**config.mk**
```make
export PLATFORM = sky130hd
export DESIGN_NAME = branch_pc_unit
export DESIGN_NICKNAME = d
export VERILOG_FILES = /design/src/rtl/branch_pc_unit.sv
export SDC_FILE = /design/constraint.sdc
export NUM_CORES = 1
export LEC_CHECK = 0
export CAP_MARGIN = 40
export CORE_ASPECT_RATIO = 2
export CORE_MARGIN = 10
export CORE_UTILIZATION = 27
export DETAILED_ROUTE_END_ITERATION = 16
export GPL_TIMING_DRIVEN = 0
export MAX_ROUTING_LAYER = met4
export PLACE_DENSITY = 0.48
export SETUP_SLACK_MARGIN = 0.4
export SYNTH_ARGS = -nofsm -noshare
export SYNTH_HDL_FRONTEND = slang
export SYNTH_SLANG_ARGS = --single-unit
export TNS_END_PERCENT = 50
```
**constraint.sdc**
```tcl
create_clock -name clk -period 16.16 [get_ports clk]
set_clock_uncertainty 0.2 [all_clocks]
set_input_delay 4.848 -clock clk [delete_from_list [all_inputs] [get_ports clk]]
set_output_delay 4.848 -clock clk [all_outputs]
set_load 0.05 [all_outputs]
```
**src/rtl/branch_pc_unit.sv**
```systemverilog
// PC register and next-PC resolution for the single-cycle RV32I core, with run/halt/trap sequencing.
// Optional performance counters are built when BRANCH_PC_PERF_CNT_EN is defined.
module branch_pc_unit #(
    parameter logic [31:0] RESET_PC = 32'h0000_0000
) (
    input  logic        clk,
    input  logic        rst,
    input  logic        en,
    input  logic        halt,
    input  logic [2:0]  branch,
    input  logic        less,
    input  logic        zero,
    input  logic [31:0] imm,
    input  logic [31:0] rs1,
    output logic [31:0] pc,
    output logic [31:0] next_pc,
    output logic        taken,
    output logic        trap,
    output logic        halted,
    output logic [31:0] cycle_cnt,
    output logic [31:0] instret_cnt,
    output logic [31:0] br_taken_cnt
);

    localparam logic [1:0] RUN  = 2'd0;
    localparam logic [1:0] HALT = 2'd1;
    localparam logic [1:0] TRAP = 2'd2;

    localparam logic [2:0] BR_JAL  = 3'b001;
    localparam logic [2:0] BR_JALR = 3'b010;
    localparam logic [2:0] BR_BEQ  = 3'b100;
    localparam logic [2:0] BR_BNE  = 3'b101;
    localparam logic [2:0] BR_BLT  = 3'b110;
    localparam logic [2:0] BR_BGE  = 3'b111;

    logic [1:0]  state;
    logic [31:0] pc_plus4;
    logic [31:0] rel_target;
    logic [31:0] jalr_target;
    logic        misaligned;
    logic        retire;

    assign pc_plus4    = pc + 32'd4;
    assign rel_target  = pc + imm;
    assign jalr_target = (rs1 + imm) & ~32'h1;

    always_comb begin
        taken = 1'b0;
        case (branch)
            BR_JAL:  taken = 1'b1;
            BR_JALR: taken = 1'b1;
            BR_BEQ:  taken = zero;
            BR_BNE:  taken = !zero;
            BR_BLT:  taken = less;
            BR_BGE:  taken = !less;
            default: taken = 1'b0;
        endcase
    end

    always_comb begin
        next_pc = pc_plus4;
        if (taken) begin
            next_pc = (branch == BR_JALR) ? jalr_target : rel_target;
        end
    end

    assign misaligned = taken && (next_pc[1:0] != 2'b00);
    assign retire     = (state == RUN) && en && !misaligned;

    // Misalignment only matters on an enabled cycle; a stalled bad target is harmless.
    always_ff @(posedge clk or posedge rst) begin
        if (rst) begin
            state <= RUN;
            pc    <= RESET_PC;
        end else begin
            case (state)
                RUN: begin
                    if (en && misaligned) begin
                        state <= TRAP;
                    end else if (halt) begin
                        state <= HALT;
                    end else if (en) begin
                        pc <= next_pc;
                    end
                end
                HALT: begin
                    if (!halt) begin
                        state <= RUN;
                    end
                end
                TRAP:    state <= TRAP;
                default: state <= RUN;
            endcase
        end
    end

    assign halted = (state == HALT);
    assign trap   = (state == TRAP);

`ifdef BRANCH_PC_PERF_CNT_EN
    always_ff @(posedge clk or posedge rst) begin
        if (rst) begin
            cycle_cnt    <= 32'd0;
            instret_cnt  <= 32'd0;
            br_taken_cnt <= 32'd0;
        end else begin
            cycle_cnt <= cycle_cnt + 32'd1;
            if (retire) begin
                instret_cnt <= instret_cnt + 32'd1;
                if (taken) begin
                    br_taken_cnt <= br_taken_cnt + 32'd1;
                end
            end
        end
    end
`else
    logic unused_retire;
    assign unused_retire = retire;
    assign cycle_cnt     = 32'd0;
    assign instret_cnt   = 32'd0;
    assign br_taken_cnt  = 32'd0;
`endif

endmodule

```
==> results.json <==
{
  "rsz0062_at_grt": "false",
  "setup_viol": 0,
  "utilization": 0.369,
  "whs_ps": 273,
  "die_y_um": 245,
  "status": "completed",
  "slowest_delay_ps": 930,
  "worstSetupStartpointType": "primary input",
  "post-route-period-util": 0.899,
  "setup_tns_ps": 0,
  "synthCells": 925,
  "path_cells": "clkdlybuf4s50_1 > ha_1 > and3_4 > or4_4 > a31oi_4 > o311ai_4 > a311o_2 > a221oi_4 > mux2_4 > a211oi_2 > clkdlybuf4s50_1",
  "critPathKind": "in2out",
  "gp_congestion": 0.993,
  "vias": 7636,
  "root_buffer": "clkbuf_16",
  "gr-total-overflow": 0,
  "synth_enable_flop_cells": 0,
  "drcViolationCount": 0,
  "ys_ff_latch": 34,
  "core_area_sq_mm": 0.0250,
  "yosys-top-cells-area": "dfrtp_1 (12%), ha_1 (11%), buf_4 (11%), a21oi_1 (6.3%), xnor2_1 (5.9%)",
  "ctsHtreeMaxLevel": 2,
  "synth_warnings": 0,
  "cts_hold_buf": 0,
  "grt_use_total": 0.197,
  "fill_cells": 2762,
  "cp_max_fo": 4,
  "slew_headroom": 0.415,
  "insertion_delay_ps": 280,
  "crit_family": "compound AO/OA/AOI/OAI gates",
  "path_buf_inv": 2,
  "cp-end-kind": "output pin",
  "p_seq_frac": 0.140,
  "critPathLaunch": "imm[1]",
  "wl_per_cell_um": 21.8,
  "r2r_start": "pc[7]",
  "clockBufferDepth": 2,
  "netSwitchingPower_mw": 1.03,
  "crit_top_cell": "clkdlybuf4s50_1",
  "area_growth_pct": 34.5,
  "clockPowerShare": 0.068,
  "ys_dominant_reg_cell": "dfrtp_1",
  "detail-route-antenna-nets": 0,
  "cts_resized": 0,
  "grt_pass1_wl_um": 47900,
  "dp_hpwl_um": 28100,
  "cts_tree": "yes",
  "hold_class": "reg2reg",
  "drt-initial-drc-count": 441,
  "slowest_stage": "clkdlybuf4s50_1",
  "rr_worst_depth": 10,
  "peakVddDrop_v": 0.000114,
  "power_density_mw_per_mm2": 184,
  "num_rows": 82,
  "worst_hold_startpoint": "state[0]",
  "synth_cell_types": 75,
  "dieArea_sq_mm": 0.0326,
  "worst_pin_slew_ps": 870,
  "grt_pass1_vias": 7926,
  "cts_setup_buffers": 0,
  "crit_cells": 11,
  "io_pins": 236,
  "dr.pass1.iters": 5,
  "synth.avg_cell_area_sq_um": 7.42,
  "clkSinkCount": 34,
  "cts.reportedPaths.clkPinSlew_ps": 60,
  "nets": 1306,
  "worstPathArrival_ps": 9480,
  "yosys.area.top_type": "dfrtp_1",
  "yosysTopAreaCellShare": 0.124,
  "numCtsBuffers": 5,
  "start_util": 0.274,
  "ys_seq_area_frac": 0.124,
  "antenna_found_initial": 0,
  "worstHoldPathCells": 1,
  "max_cap_viol_count": 0,
  "critical_path_required_ps": 11110,
  "grt_max_degree": 35,
  "drive_above_1_share": 0.131,
  "max_freq_mhz": 68.8,
  "switching_share": 0.607,
  "via_per_inst": 5.07,
  "combPwrFrac": 0.791,
  "final_cells": 1505,
  "synth_area_sq_mm": 0.00686,
  "hold_violations": 0,
  "min_period_ps": 14530,
  "p_int_mw": 0.668,
  "n_antenna_cell": 0,
  "io_buffers": 139,
  "ys_async_sr_fraction": 1.00,
  "fp.dieW_um": 133,
  "maxSlewViolCount": 0,
  "dp.cells": 1498,
  "leakage_nw": 4.09,
  "wirelength_um": 32700
}
## area by class of cell
class / instances / area [sq um] / area share
timing repair buffer: 142 / 1420 / 0.154
buffer: 135 / 922 / 0.0999
clock buffer: 6 / 139 / 0.0150
inverter: 22 / 82.6 / 0.00895
clock inverter: 1 / 30.0 / 0.00325
tap: 336 / 420 / 0.0455
multi-input combinational: 829 / 5370 / 0.581
sequential: 34 / 851 / 0.0922
## final timing paths
| path | end | slack [ps] |
|---|---|---|
| worst max register to register | pc[30] | 12210 |
| max in group asynchronous | pc[19] | 10430 |
| worst min register to register | state[1] | 270 |
| worst max-delay path | next_pc[29] | 1630 |
| worst min-delay path | state[1] | 270 |
| min in group asynchronous | pc[0] | 4840 |
## power groups by stage
stage,clock network [mW],logic [mW],registers [mW]
after global placement,0,1.34,0.240
after global routing,0.121,1.44,0.242
after floorplan,0,0.794,0.321
final,0.116,1.35,0.239
after CTS,0.118,1.35,0.239
after detailed placement,0,1.34,0.240
## cell usage after synthesis, drive strengths merged, types with 16 or more instances
library cell and number:
nor2 64, nor3 18, o21ai 56, and3 18, ha 62, xor2 27
nand3 23, dfrtp 34, inv 22, nand4 17, a21oi 86, mux2 16
clkbuf 35, a21o 22, buf 99, xnor2 46, nand2 100
## cell usage in the layout, fill, tap and decap left out, drive strengths merged, types with 4 or more instances in the layout
| master | synthesis | layout |
|---|---|---|
| clkdlybuf4s50 | 0 | 139 |
| buf | 99 | 101 |
| nand2 | 100 | 100 |
| conb | 1 | 96 |
| a21oi | 86 | 86 |
| nor2 | 64 | 64 |
| ha | 62 | 62 |
| o21ai | 56 | 56 |
| xnor2 | 46 | 46 |
| clkbuf | 35 | 41 |
| dfrtp | 34 | 34 |
| xor2 | 27 | 27 |
| nand3 | 23 | 23 |
| a21o | 22 | 22 |
| inv | 22 | 22 |
| nor3 | 18 | 18 |
| and3 | 18 | 18 |
| nand4 | 17 | 17 |
| mux2 | 16 | 16 |
| o21bai | 12 | 12 |
| nor4 | 12 | 12 |
| a211oi | 12 | 12 |
| a31oi | 12 | 12 |
| mux2i | 11 | 11 |
| o21a | 10 | 10 |
| o22ai | 8 | 8 |
| and2 | 8 | 8 |
| o211ai | 7 | 7 |
| nor2b | 6 | 6 |
| and4 | 6 | 6 |
| a31o | 6 | 6 |
| a221oi | 6 | 6 |
| or3 | 5 | 5 |
| a2111oi | 4 | 4 |
| o31ai | 4 | 4 |
| a21boi | 4 | 4 |
## state kept, by name, indices dropped and copies added (netlist names)
| register | count |
|---|---|
| state | 2 |
| pc | 32 |
## worst register-to-register path, stage by stage (launching register included)
cell and delay, ps:
dfrtp_1 580, ha_1 390, a2111oi_0 490, o21ai_0 290
nand3_1 180, a31oi_1 160, a221oi_1 650, nor4_1 110
a221oi_1 300, a22oi_1 180, mux2_2 300
## per-stage QoR
stage | power [mW] | area, sq um | setup slack (ps)
floorplan | 1.11 | 7220 | 2850
global placement | 1.58 | 9030 | 1640
detailed placement | 1.58 | 9060 | 1700
CTS | 1.71 | 9230 | 1690
global route | 1.80 | 9230 | 1560
finish | 1.70 | 9230 | 1630
## per-layer routing
layer / global-route usage / vias up / wire length (um)
met5: - / - / 0
met4: 0.159 / 0 / 3110
met3: 0.0299 / 99 / 1490
met2: 0.362 / 328 / 17100
met1: 0.175 / 3527 / 11000
li1: - / 3682 / -
## cells by family after synthesis
group           after synthesis  synth area share
compound gates              279             0.267
xor+xnor                     73            0.0931
fa+ha+maj                    64             0.119
buf+inv                     157             0.146
flops                        34             0.124
mux                          27            0.0434
other cells                   1          0.000546
simple gates                290             0.207
Note: power is estimated with default switching activity, not from simulation.
